--- src/rtl/maestro_memoria_if.sv ---
// maestro_memoria_if: CPU-side request/busy handshake plus memory strobe bus.
//   master modport: the memory initiator (accepts CPU requests, drives memory strobes)
//   slave modport : the CPU core and memory instance facing the initiator
//   CPU side   : Solicitud, Escribir, DireccionCPU, DatoCPU, Cantidad -> Ocupado, DatoLeido, DatoValido, Fin, Error
//   memory side: HabilitarSalida, HabilitarEscritura, Direccion, Entrada -> Salida
interface maestro_memoria_if #(parameter int ANCHO_DATOS = 16);
    logic                   Solicitud;
    logic                   Escribir;
    logic [ANCHO_DATOS-1:0] DireccionCPU;
    logic [ANCHO_DATOS-1:0] DatoCPU;
    logic [4:0]             Cantidad;
    logic                   Ocupado;
    logic [ANCHO_DATOS-1:0] DatoLeido;
    logic                   DatoValido;
    logic                   Fin;
    logic                   Error;
    logic                   HabilitarSalida;
    logic                   HabilitarEscritura;
    logic [ANCHO_DATOS-1:0] Direccion;
    logic [ANCHO_DATOS-1:0] Entrada;
    logic [ANCHO_DATOS-1:0] Salida;

    modport master (
        input  Solicitud, Escribir, DireccionCPU, DatoCPU, Cantidad, Salida,
        output Ocupado, DatoLeido, DatoValido, Fin, Error,
               HabilitarSalida, HabilitarEscritura, Direccion, Entrada
    );

    modport slave (
        output Solicitud, Escribir, DireccionCPU, DatoCPU, Cantidad, Salida,
        input  Ocupado, DatoLeido, DatoValido, Fin, Error,
               HabilitarSalida, HabilitarEscritura, Direccion, Entrada
    );
endinterface

--- src/rtl/maestro_memoria.sv ---
// maestro_memoria: memory bus initiator doing single-word writes and pipelined burst reads.
//   Reloj     : clock, rising edge
//   Reiniciar : synchronous active-low reset
//   bus       : maestro_memoria_if.master (CPU handshake in/out, memory strobes out, Salida in)
module maestro_memoria #(
    parameter int ANCHO_DATOS    = 16,
    parameter int PROFUNDIDAD    = 16,
    parameter int DIR_PROTEGIDAS = 2
) (
    input  logic Reloj,
    input  logic Reiniciar,
    maestro_memoria_if.master bus
);
    typedef enum logic [2:0] {REPOSO, LEER, VACIAR, ESCRIBIR, FIN} estado_t;

    estado_t                estado, estado_sig;
    logic [4:0]             faltan, faltan_sig;
    logic                   hs_d;
    logic [ANCHO_DATOS-1:0] dir_sig, ent_sig, dato_sig;
    logic                   ocupado_sig, valido_sig, fin_sig, error_sig, hs_sig, he_sig;
    logic [ANCHO_DATOS:0]   ultima;
    logic                   lectura_ok, escritura_ok;

    // Last burst address in one extra bit so a burst running past the top cannot wrap.
    assign ultima       = {1'b0, bus.DireccionCPU} + (ANCHO_DATOS+1)'(bus.Cantidad) - 1'b1;
    assign lectura_ok   = bus.Cantidad != 5'd0 && ultima <= (ANCHO_DATOS+1)'(PROFUNDIDAD - 1);
    assign escritura_ok = bus.DireccionCPU < ANCHO_DATOS'(PROFUNDIDAD)
                       && bus.DireccionCPU >= ANCHO_DATOS'(DIR_PROTEGIDAS);

    always_comb begin
        estado_sig  = estado;
        faltan_sig  = faltan;
        dir_sig     = bus.Direccion;
        ent_sig     = '0;
        // hs_d marks that the memory registered a read word on the previous edge.
        dato_sig    = hs_d ? bus.Salida : bus.DatoLeido;
        valido_sig  = hs_d;
        // VACIAR and ESCRIBIR each last one cycle and end on their completion edge.
        fin_sig     = estado == VACIAR || estado == ESCRIBIR;
        ocupado_sig = 1'b0;
        error_sig   = 1'b0;
        hs_sig      = 1'b0;
        he_sig      = 1'b0;
        if (estado == LEER) begin
            ocupado_sig = 1'b1;
            if (faltan != 5'd0) begin
                hs_sig     = 1'b1;
                dir_sig    = bus.Direccion + 1'b1;
                faltan_sig = faltan - 5'd1;
            end else begin
                estado_sig = VACIAR;
            end
        end else begin
            // Idle and completion edges both accept a request, giving back-to-back transfers.
            estado_sig = fin_sig ? FIN : REPOSO;
            if (bus.Solicitud) begin
                if (bus.Escribir ? !escritura_ok : !lectura_ok) begin
                    error_sig = 1'b1;
                end else if (bus.Escribir) begin
                    estado_sig  = ESCRIBIR;
                    he_sig      = 1'b1;
                    dir_sig     = bus.DireccionCPU;
                    ent_sig     = bus.DatoCPU;
                    ocupado_sig = 1'b1;
                end else begin
                    estado_sig  = LEER;
                    hs_sig      = 1'b1;
                    dir_sig     = bus.DireccionCPU;
                    faltan_sig  = bus.Cantidad - 5'd1;
                    ocupado_sig = 1'b1;
                end
            end
        end
    end

    always_ff @(posedge Reloj) begin
        if (!Reiniciar) begin
            estado                 <= REPOSO;
            faltan                 <= '0;
            hs_d                   <= 1'b0;
            bus.Ocupado            <= 1'b0;
            bus.DatoLeido          <= '0;
            bus.DatoValido         <= 1'b0;
            bus.Fin                <= 1'b0;
            bus.Error              <= 1'b0;
            bus.HabilitarSalida    <= 1'b0;
            bus.HabilitarEscritura <= 1'b0;
            bus.Direccion          <= '0;
            bus.Entrada            <= '0;
        end else begin
            estado                 <= estado_sig;
            faltan                 <= faltan_sig;
            hs_d                   <= bus.HabilitarSalida;
            bus.Ocupado            <= ocupado_sig;
            bus.DatoLeido          <= dato_sig;
            bus.DatoValido         <= valido_sig;
            bus.Fin                <= fin_sig;
            bus.Error              <= error_sig;
            bus.HabilitarSalida    <= hs_sig;
            bus.HabilitarEscritura <= he_sig;
            bus.Direccion          <= dir_sig;
            bus.Entrada            <= ent_sig;
        end
    end
endmodule

--- src/flat_wrapper.sv ---
// flat-port wrapper written by rule: the top's interface ports become plain ports
module maestro_memoria_flat 
#(
    parameter int ANCHO_DATOS    = 16,
    parameter int PROFUNDIDAD    = 16,
    parameter int DIR_PROTEGIDAS = 2
)
  (Reloj, Reiniciar, bus_Solicitud, bus_Escribir, bus_DireccionCPU, bus_DatoCPU, bus_Cantidad, bus_Salida, bus_Ocupado, bus_DatoLeido, bus_DatoValido, bus_Fin, bus_Error, bus_HabilitarSalida, bus_HabilitarEscritura, bus_Direccion, bus_Entrada);
  maestro_memoria_if #(.ANCHO_DATOS(ANCHO_DATOS)) bus_i ();
  input  logic Reloj;
  input  logic Reiniciar;
  input wire logic [$bits(bus_i.Solicitud)-1:0] bus_Solicitud;
  input wire logic [$bits(bus_i.Escribir)-1:0] bus_Escribir;
  input wire logic [$bits(bus_i.DireccionCPU)-1:0] bus_DireccionCPU;
  input wire logic [$bits(bus_i.DatoCPU)-1:0] bus_DatoCPU;
  input wire logic [$bits(bus_i.Cantidad)-1:0] bus_Cantidad;
  input wire logic [$bits(bus_i.Salida)-1:0] bus_Salida;
  output wire logic [$bits(bus_i.Ocupado)-1:0] bus_Ocupado;
  output wire logic [$bits(bus_i.DatoLeido)-1:0] bus_DatoLeido;
  output wire logic [$bits(bus_i.DatoValido)-1:0] bus_DatoValido;
  output wire logic [$bits(bus_i.Fin)-1:0] bus_Fin;
  output wire logic [$bits(bus_i.Error)-1:0] bus_Error;
  output wire logic [$bits(bus_i.HabilitarSalida)-1:0] bus_HabilitarSalida;
  output wire logic [$bits(bus_i.HabilitarEscritura)-1:0] bus_HabilitarEscritura;
  output wire logic [$bits(bus_i.Direccion)-1:0] bus_Direccion;
  output wire logic [$bits(bus_i.Entrada)-1:0] bus_Entrada;
  assign bus_i.Solicitud = bus_Solicitud;
  assign bus_i.Escribir = bus_Escribir;
  assign bus_i.DireccionCPU = bus_DireccionCPU;
  assign bus_i.DatoCPU = bus_DatoCPU;
  assign bus_i.Cantidad = bus_Cantidad;
  assign bus_i.Salida = bus_Salida;
  assign bus_Ocupado = bus_i.Ocupado;
  assign bus_DatoLeido = bus_i.DatoLeido;
  assign bus_DatoValido = bus_i.DatoValido;
  assign bus_Fin = bus_i.Fin;
  assign bus_Error = bus_i.Error;
  assign bus_HabilitarSalida = bus_i.HabilitarSalida;
  assign bus_HabilitarEscritura = bus_i.HabilitarEscritura;
  assign bus_Direccion = bus_i.Direccion;
  assign bus_Entrada = bus_i.Entrada;
  maestro_memoria #(.ANCHO_DATOS(ANCHO_DATOS), .PROFUNDIDAD(PROFUNDIDAD), .DIR_PROTEGIDAS(DIR_PROTEGIDAS)) u_core (.Reloj(Reloj), .Reiniciar(Reiniciar), .bus(bus_i));
endmodule
--- config.mk ---
export PLATFORM = sky130hd
export DESIGN_NAME = maestro_memoria_flat
export DESIGN_NICKNAME = d
export VERILOG_FILES = /design/src/rtl/maestro_memoria_if.sv /design/src/rtl/maestro_memoria.sv /design/src/flat_wrapper.sv
export SDC_FILE = /design/constraint.sdc
export NUM_CORES = 1
export LEC_CHECK = 0
export ABC_AREA = 1
export CELL_PAD_IN_SITES_DETAIL_PLACEMENT = 1
export CELL_PAD_IN_SITES_GLOBAL_PLACEMENT = 1
export CORE_AREA = 2 2 114 116
export CTS_CLUSTER_SIZE = 10
export DETAILED_ROUTE_END_ITERATION = 6
export DIE_AREA = 0 0 116 118
export HOLD_SLACK_MARGIN = 0.12
export PLACE_DENSITY_LB_ADDON = 0.1
export SETUP_SLACK_MARGIN = 0.05
export SLEW_MARGIN = 30
export SYNTH_ARGS = -nofsm -noshare
export SYNTH_HDL_FRONTEND = slang
export SYNTH_SLANG_ARGS = --single-unit
--- constraint.sdc ---
create_clock -name Reloj -period 3.6 [get_ports Reloj]
set_input_delay 0.72 -clock Reloj [delete_from_list [all_inputs] [get_ports Reloj]]
set_output_delay 0.72 -clock Reloj [all_outputs]
set_load 0.1 [all_outputs]
==> results of run 1 <==
## where the power goes
| part | leakage (uW) | internal, uW | total [uW] | switching, uW |
|---|---|---|---|---|
| clock | 0.000148 | 603 | 925 | 322 |
| combinational | 0.00237 | 197 | 418 | 221 |
| sequential | 0.000507 | 698 | 699 | 0.478 |
| total | 0.00302 | 1500 | 2040 | 544 |
## worst register-to-register path, stage by stage (launching register included)
cell	delay, ns
dfxtp_1	0.41
ha_1	0.23
nand3_1	0.13
nor3_1	0.35
nand2_1	0.14
nor4_1	0.43
nand2_1	0.14
xor2_1	0.17
nand2_1	0.05
o21ai_0	0.08
nor2_1	0.12
nor2_1	0.05
## stage by stage
| stage | setup TNS, ns | setup WS, ns | std cells | hold slack, ns |
|---|---|---|---|---|
| floorplan | 0 | 0.421 | 639 | 0.408 |
| global placement | -2.41 | -0.135 | 945 | 0.435 |
| detailed placement | -4.55 | -0.232 | 945 | 0.441 |
| CTS | 0 | 0.102 | 961 | 0.450 |
| global route | -0.0320 | -0.0320 | 965 | 0.463 |
| finish | 0 | 0.221 | 965 | 0.453 |
## layout make-up
class                   instances  area (um^2)  share of cell area [%]
multi-input cells             442         2360                    38.8
repair buffers                152         1480                    24.3
flip-flops and latches         63         1260                    20.7
inverters                     120          450                    7.41
clock buffers                  10          229                    3.77
well taps                     172          215                    3.54
clock inverters                 6         85.1                    1.40
## cells in the final DEF (no fill, tap or decap), drive strengths merged, types with 5 or more instances in the layout
master	instances
nand2	157
inv	119
nor2	112
clkdlybuf4s50	104
dfxtp	63
buf	41
o21ai	39
nand3	36
ha	28
xor2	15
nor3	15
a21oi	13
nand4	12
clkbuf	12
dlymetal6s2s	5
## registers in the layout, summed over array words and instances (netlist names)
| name | flops |
|---|---|
| u_core.bus.DatoLeido | 16 |
| u_core.bus.Direccion | 16 |
| u_core.bus.Entrada | 16 |
| u_core.faltan | 5 |
| u_core.estado | 3 |
| u_core.bus.DatoValido | 1 |
| u_core.bus.Error | 1 |
| u_core.bus.Fin | 1 |
| u_core.bus.HabilitarEscritura | 1 |
| u_core.bus.HabilitarSalida | 1 |
| u_core.bus.Ocupado | 1 |
| u_core.hs_d | 1 |
## layer usage
| layer | up-vias | share of wire [%] |
|---|---|---|
| met5 | - | 0 |
| met3 | 11 | 3.1 |
| li1 | 2257 | - |
| met2 | 68 | 49 |
| met1 | 2019 | 47 |
| met4 | 0 | 0.93 |
## cell families after synthesis
family | count (synthesis)
multiplexers | 1
AO/OA/AOI/OAI | 57
flip-flops | 63
adder cells (fa/ha/maj) | 29
AND/OR/NAND/NOR | 337
XOR/XNOR | 18
buffers and inverters | 134
## synthesized netlist by cell type (all sizes together), types with 2 or more instances
cell type / instances
nand2: 157
inv: 119
nor2: 112
dfxtp: 63
o21ai: 39
nand3: 36
ha: 28
nor3: 15
xor2: 15
a21oi: 13
nand4: 12
clkbuf: 11
buf: 3
xnor2: 3
a21boi: 2
nor4: 2
o21bai: 2
## what timing repair did
item,CTS,global route
setup buffers,0,1
setup endpoints to repair,0,26
gates resized for setup,0,28
## path summary, 6_finish.rpt
path | end | cells after the start | from | slack [ns]
max | u_core.bus.Direccion[7] | 21 | bus_Cantidad[2] | 0.22
min | u_core.bus.Fin | 1 | u_core.estado[2] | 0.45
max reg2reg | u_core.bus.Direccion[12] | 11 | u_core.bus.Direccion[0] | 1.22
min reg2reg | u_core.bus.Fin | 1 | u_core.estado[2] | 0.45
==> run metrics, run 1 <==
library cell occupying the most area in the post-synthesis netlist=dfxtp_1; Synth Area in Simple Gates=35.1%; TritonCTS Buffers=9; minimum clock period=3.38 ns; overall overflow remaining after global route=0; netlist area before placement=0.00404 mm^2; maximum number of pins on one net before global-route repair=40; clock skew after layout=a little over 0.009 ns; DR pass1 iterations=4; total setup violations reported at the end of the flow=0; vertical die dimension=approximately 120 um; residual DRC count=0; layout filler cell count=between 1500 and 2000; first-iteration detailed-routing DRC count=150; H-tree levels=3; final antenna diode count=0; type of the worst setup path=in2reg; status=completed; clock-pin slew of the registers on the worst-case setup and hold paths=around 0.06 ns; combinational family with the most area after synthesis=simple AND/OR/NAND/NOR gates; xor-xnor portion of the synthesized cell area=between 3 and 4%; die boundary width=between 100 and 150 um; global-route wire length before repair=21300 um; routing usage on met1=between 20% and 30%; Leakage=~0.003 uW; number of pins with negative max-slew slack in the final report=0; hpwl dp=just over 10000 um; synth top area cells=dfxtp_1 (31%), nand2_1 (14%), inv_1 (10%); Tcrit/Tclk final=93.9%; Design Area, Final=just over 0.006 mm^2; met3 layer usage reported by global route=under 10%; number of global-route vias before repair=between 4000 and 5000; mean number of vias per cell=roughly 4.5; net total in the final layout=874; fraction of registers with async set/reset=0%; CTS sink cnt=63; Setup crit end kind=register; insertion delay to the later sink of the worst-skew pair=~0.33 ns; antenna violations before repair=0; measured slew at the worst slew-check pin=slightly below 1 ns; gate count after technology mapping=~640; core occupancy in the finished layout=between 40% and 50%; total die area=~0.014 mm^2; CP Max Fanout=6; post-layout total power=a little over 2000 uW; remaining number of nets flagged by the antenna check after routing=0; CP startpoint kind=input pin; count of flip-flops with a built-in enable after synthesis=0; Mean Syn Cell Area=between 6 and 7 um^2; Fmax=between 200 and 300 MHz; Max-Cap Viols=0; multiplexer fraction of the synthesized cell area=less than 1%; post-detailed-route wirelength per cell=about 14 um; complex-gate fraction of the synthesized area=between 7 and 8%; TritonCTS clock tree=yes; busiest grt layer=met2; placed cell areas=~0.0056 mm^2; Std-Cell Core Area=between 0.01 and 0.015 mm^2; Most Frequent Cell on Critical Path=nand2_1; Adder-Cell Fraction of Synth Area=9.16%; top cell type's share of synthesized area=31.2%; # hold bufs at CTS=0; Critical Path AT=between 3 and 4 ns; power per standard cell area=between 300 and 400 mW/mm^2; number of register bits inferred by synthesis=63; required time worst endpoint=slightly below 4 ns; ordered cell list for the critical path=clkdlybuf4s50_1, inv_1, ha_4, inv_1, ha_1, nand2_1, a21oi_1, buf_4, nand2_1, nand2_2, nand2_1, nand2_1, nand2_1, nor2_2, nand3_2, o21bai_4, nand3_4, clkbuf_16, nand2_1, inv_1, nor2_1; area growth from synthesis to final layout=50.4%; Buffers on Ports=110; count of pins on the block boundary=111; share of synthesized area occupied by flip-flops and latches=a little under a third; Max clock buf depth=2; number of nets in the synthesized netlist=between 700 and 800; Total GRT Usage=slightly below 20%; crit path buf inv count=6; total number of vias=about 4400; maximum VDD drop=around 250 uV; Synth Warn #=0; Most used DFF post-synth=dfxtp_1; Root Driver=clkbuf_16; fraction of final layout cells with drive strength greater than 1=12.6%; Critical-path top delay cell=clkdlybuf4s50_1; num rows=just over 40; Worst path top cell family by delay=simple AND/OR/NAND/NOR gates; number of distinct standard cells referenced by the synthesized netlist=33; slowest stage delay, CP=0.49 ns; worst slew margin relative to its limit=approximately a third; final hold violations=0; GP Congestion=around 0.86; classification of the worst-slack hold path=reg2reg; met2 track demand over resource=about a third; starting density of the core=about a third; Total Routed Length=between 10000 and 15000 um
No activity file was read; power rests on OpenSTA's default activity.
==> run 2, diff against run 1 <==
--- a/config.mk
+++ b/config.mk
@@ -6,6 +6,7 @@
 export NUM_CORES = 1
 export LEC_CHECK = 0
 export ABC_AREA = 1
+export CAP_MARGIN = 20
 export CELL_PAD_IN_SITES_DETAIL_PLACEMENT = 1
 export CELL_PAD_IN_SITES_GLOBAL_PLACEMENT = 1
 export CORE_AREA = 2 2 114 116
@@ -13,6 +14,7 @@
 export DETAILED_ROUTE_END_ITERATION = 6
 export DIE_AREA = 0 0 116 118
 export HOLD_SLACK_MARGIN = 0.12
+export MAX_ROUTING_LAYER = met4
 export PLACE_DENSITY_LB_ADDON = 0.1
 export SETUP_SLACK_MARGIN = 0.05
 export SLEW_MARGIN = 30
==> run 2 against run 1 <==
Effect of this change: critical path depth unchanged; fmax fell by 0.36%; sequential share of layout area unchanged; clock skew shrank 0.00068 ns; clock power about the same; global-route usage up 0.57 points; critical endpoint unchanged; largest cell class unchanged.
==> run metrics, run 2 (same netlist as run 1, synthesis figures left out) <==
net total in the final layout=874; Tcrit/Tclk final=between 90% and 100%; Total GRT Usage=between 10% and 20%; type of the worst setup path=in2reg; total setup violations reported at the end of the flow=0; largest registers=u_core.bus.DatoLeido: 16 flops, u_core.bus.Direccion: 16 flops, u_core.bus.Entrada: 16 flops; Leakage=around 0.0030 uW; CTS sink cnt=63; final antenna diode count=0; maximum number of pins on one net before global-route repair=40; net switching component of the power=about 540 uW; global-route wire length before repair=21300 um; mean number of vias per cell=about 4.5; Buffers on Ports=110; part of the total power dissipated in sequential elements=around a third; # hold bufs at CTS=0; Net Sw Frac=a little over a quarter; Max-Cap Viols=0; Critical Path AT=roughly 3.7 ns; minimum clock period=~3.4 ns; Std-Cell Core Area=roughly 0.012 mm^2; count of cells along the worst hold path=1; number of global-route vias before repair=~4500; classification of the worst-slack hold path=reg2reg; Total Routed Length=13600 um; antenna violations before repair=0; Root Driver=clkbuf_16; fraction of final layout cells with drive strength greater than 1=between 10% and 20%; Setup crit end kind=register; Max clock buf depth=2; worst slew margin relative to its limit=33.7%; die boundary width=116 um; worst setup slack after placement=-0.232 ns; number of pins with negative max-slew slack in the final report=0; clock-pin slew of the registers on the worst-case setup and hold paths=around 0.06 ns; required time worst endpoint=around 3.9 ns; total die area=0.0137 mm^2; power per standard cell area=336 mW/mm^2; maximum VDD drop=~250 uV; vertical die dimension=between 100 and 150 um; H-tree levels=3; most frequent standard cell in the layout excluding fill and tap cells=nand2_1; dpl cells=approximately 950; commonest non-fill, non-tap cells in the layout=nand2_1 (144), inv_1 (111), nor2_1 (106); DR pass1 iterations=4; overall overflow remaining after global route=0; internal cell power=around 1500 uW; worst reg2reg path depth=11; CP startpoint kind=input pin; Fmax=295 MHz; GP Congestion=0.877; layout filler cell count=approximately 1600; final instance count without filler cells=around 970; starting density of the core=32.6%; TritonCTS Buffers=9; status=completed; final setup slack of the worst path=roughly 0.21 ns; measured slew at the worst slew-check pin=slightly below 1 ns; TritonCTS clock tree=yes; clock skew after layout=0.00852 ns; insertion delay to the later sink of the worst-skew pair=between 0.3 and 0.4 ns; total number of vias=between 4000 and 5000; post-detailed-route wirelength per cell=14.1 um; area growth from synthesis to final layout=50.4%; power share of the combinational group=about a fifth; Clk pwr share=45.3%; first-iteration detailed-routing DRC count=approximately 140; CP Max Fanout=6; hpwl dp=between 10000 and 15000 um; residual DRC count=0; final hold violations=0; num rows=slightly above 40; count of pins on the block boundary=roughly 110; remaining number of nets flagged by the antenna check after routing=0
run 2: cell counts in the layout (fill, tap and decap cells not counted):
No cell type changed its count.
run 2: critical path, cell delays in order:
cell	delay [ns]
clkdlybuf4s50_1	0.49
inv_1	0.09
ha_4	0.30
inv_1	0.04
ha_1	0.26
nand2_1	0.06
a21oi_1	0.14
buf_4	0.14
nand2_1	0.07
nand2_2	0.08
nand2_1	0.05
nand2_1	0.11
nand2_1	0.08
nor2_2	0.12
nand3_2	0.13
o21bai_4	0.19
nand3_4	0.15
clkbuf_16	0.21
nand2_1	0.06
inv_1	0.04
nor2_1	0.11
run 2: through the flow:
stage | TNS, ns | util (%) | power [uW] | cell area (um^2) | hold slack, ns
2_1_floorplan | 0 | - | 921 | 4040 | 0.408
3_3_place_gp | -2.41 | 45.0 | 1100 | 5590 | 0.435
6_report | 0 | 49.0 | 2040 | 6080 | 0.453
5_1_grt | -0.0304 | 49.0 | 2150 | 6080 | 0.463
4_1_cts | 0 | 47.6 | 2030 | 5910 | 0.450
3_5_place_dp | -4.55 | 45.0 | 1110 | 5590 | 0.441
run 2: layout make-up:
cell class / count / area, um^2 / area share (%)
Multi-Input combinational cell: 442 / 2360 / 38.8
Timing Repair Buffer: 152 / 1480 / 24.3
Sequential cell: 63 / 1260 / 20.7
Inverter: 120 / 450 / 7.41
Clock buffer: 10 / 229 / 3.77
Tap cell: 172 / 215 / 3.54
Clock inverter: 6 / 85.1 / 1.40
run 2: what timing repair did:
| item | 4_1_cts | 5_1_grt |
|---|---|---|
| setup buffers | 0 | 1 |
| endpoints found under the setup margin | 0 | 26 |
| gates resized for setup | 0 | 28 |
run 2: path summary, 6_finish.rpt:
check / from / endpoint / slack, ns
worst max register to register: u_core.bus.Direccion[0] / u_core.bus.Direccion[12] / 1.23
worst max-delay path: bus_Cantidad[2] / u_core.bus.Direccion[7] / 0.21
worst min-delay path: u_core.estado[2] / u_core.bus.Fin / 0.45
worst min register to register: u_core.estado[2] / u_core.bus.Fin / 0.45
run 2: routing by layer:
layer	vias to the layer above	routed length [um]	share of wire, %	GRT usage [%]
li1	2258	-	-	-
met1	2027	6430	47	25.6
met2	77	6670	49	32.7
met3	11	402	2.9	3.30
met4	0	127	0.93	4.24
met5	-	0	0	-
run 2: power groups by stage:
| stage | combinational [uW] | clock, uW | sequential [uW] |
|---|---|---|---|
| finish | 418 | 925 | 699 |
| global route | 470 | 978 | 698 |
| floorplan | 202 | 0 | 719 |
| CTS | 395 | 941 | 699 |
| detailed placement | 392 | 0 | 714 |
| global placement | 387 | 0 | 714 |
